File: config.mk
export PLATFORM = sky130hd
export DESIGN_NAME = mul_pp_gen_pipe
export DESIGN_NICKNAME = d
export VERILOG_FILES = /design/src/rtl/mul_pkg.sv /design/src/rtl/mul_pipe_reg.sv /design/src/rtl/mul_pp_gen_pipe.sv
export SDC_FILE = /design/constraint.sdc
export NUM_CORES = 1
export LEC_CHECK = 0
export BUFFER_PORTS_ARGS = -buffer_cell sky130_fd_sc_hd__buf_2
export CAP_MARGIN = 20
export CORE_AREA = 2 2 476 478
export CTS_CLUSTER_DIAMETER = 60
export CTS_CLUSTER_SIZE = 24
export DETAILED_ROUTE_END_ITERATION = 12
export DIE_AREA = 0 0 478 480
export PLACE_DENSITY_LB_ADDON = 0.2
export SYNTH_ARGS = -nofsm -noshare
export SYNTH_HDL_FRONTEND = slang
export SYNTH_SLANG_ARGS = --single-unit
File: constraint.sdc
create_clock -name clk -period 1.93 [get_ports clk]
set_input_delay 0.2895 -clock clk [delete_from_list [all_inputs] [get_ports clk]]
set_output_delay 0.2895 -clock clk [all_outputs]
set_load 0.02 [all_outputs]
File: src/rtl/mul_pkg.sv
// mul_pkg: constants and helpers shared by the significand multiplier stages.
//   SIG_W     - significand width (hidden bit included)
//   PP_ROWS   - number of AND-array partial-product rows
//   PP_STRIDE - bit stride of one row inside the flattened row bus (2*SIG_W)
//   pp_row()  - one AND-array row: b_bit ? (a << i) : 0, zero-extended
package mul_pkg;

    localparam int unsigned SIG_W     = 24;
    localparam int unsigned PP_ROWS   = SIG_W;
    localparam int unsigned PP_STRIDE = 2 * SIG_W;

    function automatic logic [PP_STRIDE-1:0] pp_row(
        input logic [SIG_W-1:0] a,
        input logic             b_bit,
        input int unsigned      i
    );
        logic [PP_STRIDE-1:0] w_ext;
        w_ext = {{SIG_W{1'b0}}, a};
        return b_bit ? (w_ext << i) : '0;
    endfunction

endpackage

File: src/rtl/mul_pipe_reg.sv
// mul_pipe_reg: one elastic register slice with valid/ready handshake.
//   i_clk, i_rst   - clock, synchronous active-high reset (clears valid and data)
//   i_flush        - drop the held beat on the next edge
//   i_valid/o_ready/i_data  - upstream side; o_ready = slice empty or draining
//   o_valid/i_ready/o_data  - downstream side
module mul_pipe_reg #(
    parameter int unsigned DW = 8
) (
    input  logic          i_clk,
    input  logic          i_rst,
    input  logic          i_flush,
    input  logic          i_valid,
    output logic          o_ready,
    input  logic [DW-1:0] i_data,
    output logic          o_valid,
    input  logic          i_ready,
    output logic [DW-1:0] o_data
);

    logic          r_v;
    logic [DW-1:0] r_data;

    // Slice advances when empty or when its beat leaves this cycle.
    assign o_ready = !r_v | i_ready;
    assign o_valid = r_v;
    assign o_data  = r_data;

    always_ff @(posedge i_clk) begin
        if (i_rst) begin
            r_v    <= 1'b0;
            r_data <= '0;
        end else begin
            if (i_flush)
                r_v <= 1'b0;
            else if (o_ready)
                r_v <= i_valid;
            // Data only moves with a real beat so stalled contents stay bit-exact.
            if (o_ready && i_valid)
                r_data <= i_data;
        end
    end

endmodule

File: src/rtl/mul_pp_gen_pipe.sv
// mul_pp_gen_pipe: significand multiplier front end. Registers two W-bit
// operands (S1), forms the W AND-array partial-product rows and a zero flag,
// and registers them (S2) for the column compressors.
//   clk, rst           - clock, synchronous active-high reset
//   flush              - discard all in-flight beats
//   in_valid/in_ready  - operand handshake (in_a, in_b, in_tag)
//   out_valid/out_ready- row handshake (out_pp, out_zero, out_tag)
//   out_pp             - row i at bits [i*2W +: 2W]
// W must equal mul_pkg::SIG_W since rows are built with mul_pkg::pp_row.
module mul_pp_gen_pipe
    import mul_pkg::*;
#(
    parameter int unsigned W     = SIG_W,
    parameter int unsigned TAG_W = 4
) (
    input  logic               clk,
    input  logic               rst,
    input  logic               flush,
    input  logic               in_valid,
    output logic               in_ready,
    input  logic [W-1:0]       in_a,
    input  logic [W-1:0]       in_b,
    input  logic [TAG_W-1:0]   in_tag,
    output logic               out_valid,
    input  logic               out_ready,
    output logic [W*2*W-1:0]   out_pp,
    output logic               out_zero,
    output logic [TAG_W-1:0]   out_tag
);

    localparam int unsigned RW   = 2 * W;
    localparam int unsigned S1_W = 2 * W + TAG_W;
    localparam int unsigned S2_W = 1 + TAG_W + W * RW;

    logic              w_s1_adv;
    logic              w_s2_adv;
    logic              w_s1_v;
    logic [S1_W-1:0]   w_s1_data;
    logic [S2_W-1:0]   w_s2_data;
    logic [W-1:0]      w_a;
    logic [W-1:0]      w_b;
    logic [TAG_W-1:0]  w_tag;
    logic [W*RW-1:0]   w_pp;
    logic              w_zero;

    // Combinational from out_ready through both slices' advance terms.
    assign in_ready = w_s1_adv & !flush & !rst;

    mul_pipe_reg #(.DW(S1_W)) u_s1 (
        .i_clk   (clk),
        .i_rst   (rst),
        .i_flush (flush),
        .i_valid (in_valid & in_ready),
        .o_ready (w_s1_adv),
        .i_data  ({in_tag, in_b, in_a}),
        .o_valid (w_s1_v),
        .i_ready (w_s2_adv),
        .o_data  (w_s1_data)
    );

    assign w_a   = w_s1_data[W-1:0];
    assign w_b   = w_s1_data[2*W-1:W];
    assign w_tag = w_s1_data[2*W +: TAG_W];

    always_comb begin
        w_pp = '0;
        for (int unsigned i = 0; i < W; i++)
            w_pp[i*RW +: RW] = pp_row(w_a, w_b[i], i);
    end

    assign w_zero = (w_a == '0) | (w_b == '0);

    mul_pipe_reg #(.DW(S2_W)) u_s2 (
        .i_clk   (clk),
        .i_rst   (rst),
        .i_flush (flush),
        .i_valid (w_s1_v),
        .o_ready (w_s2_adv),
        .i_data  ({w_zero, w_tag, w_pp}),
        .o_valid (out_valid),
        .i_ready (out_ready),
        .o_data  (w_s2_data)
    );

    assign out_pp   = w_s2_data[W*RW-1:0];
    assign out_tag  = w_s2_data[W*RW +: TAG_W];
    assign out_zero = w_s2_data[S2_W-1];

endmodule

==> impl_metrics.env, run 1 <==
export IMPL_outcome="complete, no violations"
export IMPL_synth_edf_count=0
export IMPL_drv_slew=0
export IMPL_crit_arrival_ns=2.54
export IMPL_netlist_cell_type_count=22
export IMPL_coreArea_um2=224000
export IMPL_syn_inst=3496
export IMPL_worst_setup_path_end_kind="flop"
export IMPL_whs_path_depth=7
export IMPL_die_w_um=478
export IMPL_grt_use_total_pct=11.8
export IMPL_peakVddDrop_mv=0.650
export IMPL_start_util_pct=12.3
export IMPL_r2r_start="u_s2.o_valid$_SDFFE_PP0P_"
export IMPL_crit_path_max_fanout=73
export IMPL_pre_cts_ws_ns=0.0408
export IMPL_tightest_slew_ns=0.832
export IMPL_relSlewSlack_pct=44.5
export IMPL_grt_max_degree=83
export IMPL_drc_errors=0
export IMPL_critPathLaunchType="flop"
export IMPL_min_from="out_ready"
export IMPL_synth_seq_area_share_pct=46.3
export IMPL_gr_total_overflow=0
export IMPL_cts_tree="done"
export IMPL_cts_path_max_buffers=3
export IMPL_cts_root_buf="clkbuf_16"
export IMPL_async_reset_ff_share_pct=0
export IMPL_cts_sinks=635
export IMPL_synthTopCellsByCount="nand2_1, dfxtp_1, a21oi_1"
export IMPL_synth_top_area_cell="dfxtp_1"
export IMPL_r2r_setup_slack_ns=0.03
export IMPL_io_buffers=639
export IMPL_top_level_ports=1216
export IMPL_fin_ws_ns=0.0292
export IMPL_place_hpwl_um=98300
export IMPL_drive_gt1_share_pct=23.9
export IMPL_totalWireLength_um=144000
export IMPL_synth_top_cell_area_share_pct=46.3
export IMPL_rr_endpoint="u_s2.o_data[170]$_SDFFE_PP0P_"
export IMPL_clk_pin_slew_ns=0.06
export IMPL_antenna_found_initial=20
export IMPL_ys_top_cells_by_area="dfxtp_1, buf_4, a21oi_1"
export IMPL_final_setup_tns_ns=0
export IMPL_via_per_inst=3.46
export IMPL_rsz0062_at_grt="true"
export IMPL_placementRows=174
export IMPL_synthFlopType="dfxtp_1"
export IMPL_layout_nets=4148
export IMPL_grt_pass1_vias=23000
export IMPL_clock_latency_ns=0.73
export IMPL_r2r_cells=7
export IMPL_die_area_um2=229000
export IMPL_yosys_warnings=0
export IMPL_place_congestion=0.719
export IMPL_finalCritPeriodShare_pct=98.5
export IMPL_postRouteAntennaNets=0
export IMPL_final_util_pct=16.2
export IMPL_cts_buffers=86
export IMPL_drt_initial_drc_count=1591
export IMPL_hold_path_class="in -> reg"
export IMPL_hold_violations=0
export IMPL_htreeDepth=3
export IMPL_syn_to_final_growth_pct=32.0
export IMPL_firstDrtPassIters=5
export IMPL_fin_worst_skew_ns=0.0458
export IMPL_fillers=25600
export IMPL_syn_avg_cell_area_um2=7.85
export IMPL_routedWlPerCell_um=20.0
export IMPL_grt_pass1_wl_um=191000
export IMPL_num_vias=24800
export IMPL_post_route_min_period_ns=1.90
export IMPL_ys_seq_elements=635
export IMPL_power_density_nw_per_um2=912
export IMPL_worstHoldEndpoint="u_s2.o_data[648]$_SDFFE_PP0P_"
export IMPL_p_total_mw=33.0
export IMPL_worstSetupPathType="reg -> reg"
export IMPL_setup_violations=0
export IMPL_maxCapViolations=0
export IMPL_p_leak_nw=14.5
export IMPL_dieHeight_um=480
export IMPL_max_freq_mhz=526
export IMPL_required_ns=2.57
export IMPL_yosysMostFrequentCell="nand2_1"
export IMPL_synth_area_um2=27500
[layer usage]
layer,global-route usage [%],vias up,share of wire (%)
met5,0,-,0.040
met4,4.73,8,4.0
li1,-,11600,-
met3,4.39,201,9.1
met2,19.5,1143,47
met1,13.8,11800,40
[worst max path at each step]
stage	startpoint	end	slack (ns)	depth (start not counted)
6_report	u_s2.o_valid$_SDFFE_PP0P_	u_s2.o_data[170]$_SDFFE_PP0P_	0.03	7
5_1_grt	u_s2.o_valid$_SDFFE_PP0P_	in_ready	-0.03	3
4_1_cts	u_s2.o_valid$_SDFFE_PP0P_	in_ready	-0.02	3
3_5_place_dp	u_s1.o_data[19]$_SDFFE_PP0P_	u_s2.o_data[1156]$_SDFFE_PP0P_	0.04	4
3_3_place_gp	u_s1.o_data[19]$_SDFFE_PP0P_	u_s2.o_data[1156]$_SDFFE_PP0P_	0.02	4
2_1_floorplan	u_s2.o_valid$_SDFFE_PP0P_	u_s2.o_data[1141]$_SDFFE_PP0P_	0.30	8
[sequential cells by signal (all words and copies together) (netlist names)]
register,cells
u_s2.o_valid,1
u_s1.o_valid,1
u_s1.o_data,52
u_s2.o_data,581
[cells in the final DEF (no fill, tap or decap), types with 4 or more instances in the layout]
cell / synthesis / routed
a21oi_1: 633 / 632
buf_12: 0 / 37
buf_2: 107 / 637
buf_4: 586 / 128
bufinv_16: 0 / 5
clkbuf_1: 181 / 4
clkbuf_16: 0 / 88
clkbuf_8: 0 / 6
clkinv_16: 0 / 4
clkinv_2: 0 / 11
clkinv_4: 0 / 5
clkinv_8: 0 / 8
clkinvlp_4: 0 / 8
conb_1: 1 / 576
dfxtp_1: 635 / 607
dfxtp_4: 0 / 25
diode_2: 0 / 11
dlygate4sd3_1: 0 / 57
inv_6: 0 / 8
inv_8: 0 / 7
nand2_1: 690 / 690
nand3_1: 576 / 576
nor4_1: 14 / 13
[through the flow]
stage               hold WS, ns  cells  area [µm²]
finish                    0.364   7164       36200
global placement          0.434   6935       32500
global route              0.314   7157       36200
CTS                       0.267   7152       36200
detailed placement        0.440   6935       32500
floorplan                 0.369   4071       29600
[cell type report]
cell class | count | area [µm²] | share of cell area [%]
repair buffers | 865 | 5580 | 15.4
well taps | 2992 | 3740 | 10.3
clock buffers | 97 | 2270 | 6.28
multi-input cells | 2501 | 11000 | 30.4
flip-flops and latches | 635 | 12800 | 35.4
inverters | 2 | 7.51 | 0.0207
clock inverters | 61 | 762 | 2.10
diodes | 11 | 27.5 | 0.0760
[cell families (layout without fill, tap and decap cells)]
logic type             Yosys count  in the layout  synth area share, %
buffers and inverters          935           1025                 21.5
and+or+nand+nor               1288           1288                 20.4
AOI/OAI and AO/OA              637            637                 11.7
other                            1            587               0.0137
DFF                            635            635                 46.3
[worst max-delay path, stage by stage (launching register included)]
cell	delay [ns]
dfxtp_2	0.32
nor2b_4	0.13
buf_12	0.13
nor2b_4	0.21
buf_12	0.22
buf_16	0.34
nand3_1	0.18
a21oi_1	0.17
[what timing repair did]
action,CTS,global route
setup buffers,2,0
pin swaps,1,0
cloned,0,1
gates resized for setup,6,4
hold buffers,58,0
endpoints found under the setup margin,1,165
endpoints found under the hold margin,79,0
[report_power, final]
group          internal, mW  switching (mW)
combinational         0.455            2.29
sequential             13.1           0.158
clock                  9.52            7.50
total                  23.1            9.94
(Power assumes the default switching activity.)
==> inputs of run 2 (changes only) <==
--- a/config.mk
+++ b/config.mk
@@ -7,6 +7,8 @@
 export LEC_CHECK = 0
 export BUFFER_PORTS_ARGS = -buffer_cell sky130_fd_sc_hd__buf_2
 export CAP_MARGIN = 20
+export CELL_PAD_IN_SITES_DETAIL_PLACEMENT = 0
+export CELL_PAD_IN_SITES_GLOBAL_PLACEMENT = 2
 export CORE_AREA = 2 2 476 478
 export CTS_CLUSTER_DIAMETER = 60
 export CTS_CLUSTER_SIZE = 24
==> constraint.sdc (replaced) <==
create_clock -name clk -period 1.93 [get_ports clk]
set_input_delay 0.193 -clock clk [delete_from_list [all_inputs] [get_ports clk]]
set_output_delay 0.193 -clock clk [all_outputs]
set_load 0.02 [all_outputs]
==> run 2 against run 1 <==
Sequential power hardly changed. First-iteration DRC count decreased by 3.9%. Fmax grew 5.3%. Design area up 1.9%. Combinational power is 5% higher.
==> impl_metrics.env, run 2 (same netlist as run 1, synthesis figures left out) <==
export IMPL_layout_nets=4152
export IMPL_crit_path_top_delay_cell="dfxtp_2"
export IMPL_dpl_cell_count=6922
export IMPL_use_met2_pct=20.8
export IMPL_p_clk_share_pct=55.3
export IMPL_post_route_min_period_ns=1.81
export IMPL_place_congestion=0.705
export IMPL_worstSetupPathType="reg -> out"
export IMPL_cts_root_buf="clkbuf_16"
export IMPL_crit_family="buffers and inverters"
export IMPL_relSlewSlack_pct=37.6
export IMPL_postRouteAntennaNets=0
export IMPL_place_hpwl_um=107000
export IMPL_min_from="in_b[14]"
export IMPL_layout_common_cells="nand2_1, buf_2, a21oi_1"
export IMPL_fin_worst_skew_ns=0.0299
export IMPL_grt_pass1_vias=23100
export IMPL_whs_path_depth=4
export IMPL_outcome="complete, no violations"
export IMPL_fillers=25400
export IMPL_critPathMostFrequentCell="buf_4"
export IMPL_worst_setup_path_end_kind="output port"
export IMPL_power_density_nw_per_um2=977
export IMPL_dieHeight_um=480
export IMPL_routedWlPerCell_um=22.5
export IMPL_combPwrFrac_pct=7.9
export IMPL_tightest_slew_ns=0.936
export IMPL_largest_reg_flops=581
export IMPL_regArea_um2=12800
export IMPL_num_vias=24800
export IMPL_drive_gt1_share_pct=24.1
export IMPL_drt_initial_drc_count=1529
export IMPL_coreArea_um2=224000
export IMPL_r2r_start="u_s2.o_valid$_SDFFE_PP0P_"
export IMPL_path_buf_inv=2
export IMPL_via_per_inst=3.45
export IMPL_multi_input_area_um2=11000
export IMPL_pre_cts_ws_ns=-0.417
export IMPL_use_met1_pct=18.0
export IMPL_slowest_delay_ns=0.34
export IMPL_cts_sinks=635
export IMPL_crit_arrival_ns=1.61
export IMPL_use_met3_pct=3.48
export IMPL_cts_tree="done"
export IMPL_final_common_cell="nand2_1"
export IMPL_grt_max_degree=100
export IMPL_final_util_pct=16.5
export IMPL_drc_errors=0
export IMPL_crit_path_max_fanout=5
export IMPL_r2r_cells=7
export IMPL_fin_ws_ns=0.125
export IMPL_layoutNonFillerInstCount=7179
export IMPL_hold_path_class="in -> reg"
export IMPL_rr_endpoint="u_s2.o_data[1129]$_SDFFE_PP0P_"
export IMPL_firstDrtPassIters=7
export IMPL_die_area_um2=229000
export IMPL_worstPathCellList="buf_4 -> a211oi_2 -> buf_4"
export IMPL_die_w_um=478
export IMPL_clk_pin_slew_ns=0.05
export IMPL_io_buffers=639
export IMPL_top_level_ports=1216
export IMPL_maxCapViolations=0
export IMPL_r2r_setup_slack_ns=0.15
export IMPL_cts_path_max_buffers=3
export IMPL_swShare_pct=28.1
export IMPL_p_total_mw=36.1
export IMPL_finalCritPeriodShare_pct=93.5
export IMPL_syn_to_final_growth_pct=34.5
export IMPL_crit_cells=3
export IMPL_max_freq_mhz=554
export IMPL_critPathLaunchType="flop"
export IMPL_grt_pass1_wl_um=212000
export IMPL_cts_buffers=102
export IMPL_peakVddDrop_mv=0.710
export IMPL_required_ns=1.74
export IMPL_drv_slew=0
export IMPL_hold_violations=0
export IMPL_power_internal_mw=25.9
export IMPL_grt_use_total_pct=13.3
export IMPL_start_util_pct=12.3
export IMPL_worstHoldEndpoint="u_s1.o_data[38]$_SDFFE_PP0P_"
export IMPL_switching_power_mw=10.1
export IMPL_setup_violations=0
export IMPL_placementRows=174
export IMPL_totalWireLength_um=161000
export IMPL_grt_busiest_layer="met2"
export IMPL_antenna_found_initial=36
export IMPL_clock_latency_ns=0.73
export IMPL_gr_total_overflow=0
export IMPL_htreeDepth=3
export IMPL_p_leak_nw=14.8
export IMPL_pwr_share_seq_pct=36.7
## run 2: worst register-to-register path: cells and delay by family (launching register included)
| family | cells | cell delay, ns |
|---|---|---|
| AOI/OAI and AO/OA | 1 | 0.17 |
| buffers and inverters | 3 | 0.73 |
| DFF | 1 | 0.31 |
| and+or+nand+nor | 3 | 0.48 |
## run 2: routing by layer
layer	wire [µm]	part of all wire, %
met3	11200	6.9
met4	3630	2.3
met2	72300	45
met1	74000	46
met5	56	0.035
## run 2: through the flow
step	hold slack [ns]	cell area (µm²)	setup TNS, ns
after floorplan	0.272	29600	0
after global placement	0.436	32700	-0.959
after detailed placement	0.437	32700	-0.417
after CTS	0.186	36900	0
after global routing	0.230	36900	-0.00942
final	0.278	36900	0
## run 2: worst max path at each step
stage	from	to	slack, ns
after CTS	u_s1.o_data[16]$_SDFFE_PP0P_	u_s2.o_data[1156]$_SDFFE_PP0P_	0.02
after global placement	u_s1.o_data[15]$_SDFFE_PP0P_	u_s2.o_data[1156]$_SDFFE_PP0P_	-0.96
after global routing	u_s2.o_valid$_SDFFE_PP0P_	u_s2.o_data[983]$_SDFFE_PP0P_	-0.004
after detailed placement	u_s1.o_data[15]$_SDFFE_PP0P_	u_s2.o_data[1156]$_SDFFE_PP0P_	-0.42
after floorplan	u_s2.o_valid$_SDFFE_PP0P_	u_s2.o_data[1141]$_SDFFE_PP0P_	0.30
final	u_s1.o_valid$_SDFFE_PP0P_	in_ready	0.12
## run 2: power groups by stage
stage	combinational, mW	clock, mW	sequential, mW
after floorplan	2.64	0	13.5
after global placement	2.82	0	13.5
after detailed placement	2.80	0	13.5
after CTS	2.93	20.8	13.3
after global routing	3.07	21.2	13.2
final	2.87	20.0	13.2
## run 2: cell type report
type	count	share of cell area (%)
Multi-Input combinational cell	2501	29.9
Tap cell	2992	10.1
Sequential cell	635	34.7
Timing Repair Buffer	853	15.4
Clock inverter	56	2.11
Inverter	2	0.0203
Antenna cell	7	0.0474
Clock buffer	133	7.66
## run 2: repair_timing
| item | CTS | global route |
|---|---|---|
| resized for setup | 4 | 2 |
| hold buffers | 57 | 0 |
| setup endpoints to repair | 2 | 41 |
| cloned | 0 | 1 |
| pin swaps | 3 | 0 |
| hold endpoints to repair | 141 | 0 |
| buffers inserted | 2 | 1 |
==> inputs of run 3 (changes only) <==
--- a/config.mk
+++ b/config.mk
@@ -14,6 +14,7 @@
 export CTS_CLUSTER_SIZE = 24
 export DETAILED_ROUTE_END_ITERATION = 12
 export DIE_AREA = 0 0 478 480
+export GPL_TIMING_DRIVEN = 0
 export PLACE_DENSITY_LB_ADDON = 0.2
 export SYNTH_ARGS = -nofsm -noshare
 export SYNTH_HDL_FRONTEND = slang
==> run 3 against run 2 <==
Combinational power rose by 36%. Cell count rose by 11%. Clock-buffer cell count fell by 13. Die area did not move. Non-clock buffer count rose by 787. Core utilization rose by 2.1 points. Register-to-register slack got worse by 0.06 ns. Critical endpoint is now u_s2.o_data[510]$_SDFFE_PP0P_.
==> impl_metrics.env, run 3 (same netlist as run 1, synthesis figures left out) <==
export IMPL_hold_violations=0
export IMPL_crit_path_max_fanout=10
export IMPL_drc_errors=0
export IMPL_path_buf_inv=2
export IMPL_hold_path_class="in -> reg"
export IMPL_cts_buffers=99
export IMPL_totalWireLength_um=186000
export IMPL_cts_tree="done"
export IMPL_placementRows=174
export IMPL_layout_nets=4936
export IMPL_p_total_mw=36.9
export IMPL_io_buffers=638
export IMPL_tightest_slew_ns=0.871
export IMPL_worstHoldEndpoint="u_s1.o_data[12]$_SDFFE_PP0P_"
export IMPL_cts_root_buf="clkbuf_16"
export IMPL_whs_path_depth=6
export IMPL_grt_max_degree=15
export IMPL_cts_path_max_buffers=3
export IMPL_postRouteAntennaNets=0
export IMPL_fillers=25700
export IMPL_drv_slew=0
export IMPL_setup_violations=0
export IMPL_post_route_min_period_ns=1.84
export IMPL_fin_worst_skew_ns=0.0456
export IMPL_holdWs_ns=0.239
export IMPL_die_area_um2=229000
export IMPL_grt_pass1_vias=26300
export IMPL_min_from="out_ready"
export IMPL_crit_arrival_ns=2.52
export IMPL_grt_use_total_pct=15.5
export IMPL_dieHeight_um=480
export IMPL_crit_family="buffers and inverters"
export IMPL_power_density_nw_per_um2=887
export IMPL_worst_setup_path_end_kind="flop"
export IMPL_coreArea_um2=224000
export IMPL_firstDrtPassIters=5
export IMPL_r2r_setup_slack_ns=0.09
export IMPL_outcome="complete, no violations"
export IMPL_max_freq_mhz=543
export IMPL_clk_pin_slew_ns=0.06
export IMPL_rr_endpoint="u_s2.o_data[510]$_SDFFE_PP0P_"
export IMPL_rsz0062_at_grt="true"
export IMPL_slowest_delay_ns=0.57
export IMPL_num_vias=27700
export IMPL_crit_path_top_delay_cell="clkbuf_1"
export IMPL_required_ns=2.61
export IMPL_die_w_um=478
export IMPL_top_level_ports=1216
export IMPL_place_congestion=0.740
export IMPL_grt_pass1_wl_um=245000
export IMPL_finalCritPeriodShare_pct=95.5
export IMPL_antenna_found_initial=22
export IMPL_relSlewSlack_pct=41.9
export IMPL_r2r_cells=4
export IMPL_maxCapViolations=0
export IMPL_clock_latency_ns=0.75
export IMPL_final_util_pct=18.6
export IMPL_start_util_pct=12.3
export IMPL_worstPathCellList="buf_1 -> clkbuf_1 -> nand3_1 -> a21oi_1"
export IMPL_gr_total_overflow=0
export IMPL_largest_reg_flops=581
export IMPL_p_leak_nw=18.1
export IMPL_worstSetupPathType="reg -> reg"
export IMPL_critPathLaunchType="flop"
export IMPL_drive_gt1_share_pct=32.9
export IMPL_syn_to_final_growth_pct=51.5
export IMPL_drt_initial_drc_count=1407
export IMPL_r2r_start="u_s1.o_data[34]$_SDFFE_PP0P_"
export IMPL_final_common_cell="buf_2"
export IMPL_cts_sinks=635
export IMPL_place_hpwl_um=144000
export IMPL_layout_common_cells="buf_2, nand2_1, a21oi_1"
export IMPL_peakVddDrop_mv=0.636
export IMPL_htreeDepth=3
export IMPL_via_per_inst=3.48
export IMPL_routedWlPerCell_um=23.4
run 3: cell types whose count changed in the layout (fill, tap and decap cells not counted), moves of 22 or more:
cell      previous run  this run
buf_1                0        22
buf_12              57         1
buf_2              637       711
buf_4               98       617
buf_8                1        27
clkbuf_1            16       136
clkbuf_4             0        42
dfxtp_4             24         1
run 3: worst max path at each step:
stage | slack, ns | startpoint | depth (start not counted) | end
4_1_cts | -0.04 | u_s2.o_valid$_SDFFE_PP0P_ | 3 | in_ready
2_1_floorplan | 0.30 | u_s2.o_valid$_SDFFE_PP0P_ | 8 | u_s2.o_data[1141]$_SDFFE_PP0P_
3_3_place_gp | -1.35 | u_s1.o_data[0]$_SDFFE_PP0P_ | 4 | u_s2.o_data[735]$_SDFFE_PP0P_
6_report | 0.09 | u_s1.o_data[34]$_SDFFE_PP0P_ | 4 | u_s2.o_data[510]$_SDFFE_PP0P_
5_1_grt | -0.01 | u_s2.o_valid$_SDFFE_PP0P_ | 3 | in_ready
3_5_place_dp | -0.86 | rst | 6 | u_s1.o_data[45]$_SDFFE_PP0P_
run 3: final cells by class:
class | instances | area, µm² | area share (%)
timing repair buffer | 731 | 4340 | 10.4
multi-input combinational | 2501 | 11100 | 26.7
antenna | 8 | 20.0 | 0.0481
sequential | 635 | 12700 | 30.6
inverter | 2 | 7.51 | 0.0181
tap | 2992 | 3740 | 9.00
clock inverter | 66 | 828 | 1.99
buffer | 909 | 6100 | 14.7
clock buffer | 120 | 2740 | 6.58
run 3: report_power, final:
group	switching [mW]	leakage [nW]	internal [mW]
clock	7.96	1.72	11.8
sequential	0.0988	5.12	13.2
combinational	2.67	11.3	1.24
run 3: worst min-delay path: cells and delay by family:
kind / cells / cell delay (ns)
AO/OA/AOI/OAI: 2 / 0.17
buffers and inverters: 2 / 0.28
AND/OR/NAND/NOR: 2 / 0.27
run 3: per-layer routing:
metal | GRT usage, % | part of all wire (%)
met1 | 19.1 | 43
met2 | 26.6 | 48
met3 | 4.71 | 6.9
met4 | 3.40 | 2.1
met5 | 0 | 0.038
run 3: repair_timing:
item / CTS / global route
pin swaps: 2 / 2
endpoints found under the hold margin: 54 / 0
resized for setup: 98 / 52
hold buffers: 57 / 0
endpoints found under the setup margin: 632 / 320
setup buffers: 2 / 1
run 3: per-stage QoR:
step / area, µm² / TNS, ns / cells / worst slack, ns
3_5_place_dp: 37100 / -290.69 / 7734 / -0.858
6_report: 41600 / 0 / 7964 / 0.0873
4_1_cts: 41500 / -0.0854 / 7964 / -0.0422
5_1_grt: 41600 / -0.0138 / 7957 / -0.0138
3_3_place_gp: 36600 / -494.75 / 7701 / -1.35
2_1_floorplan: 29600 / 0 / 4071 / 0.303
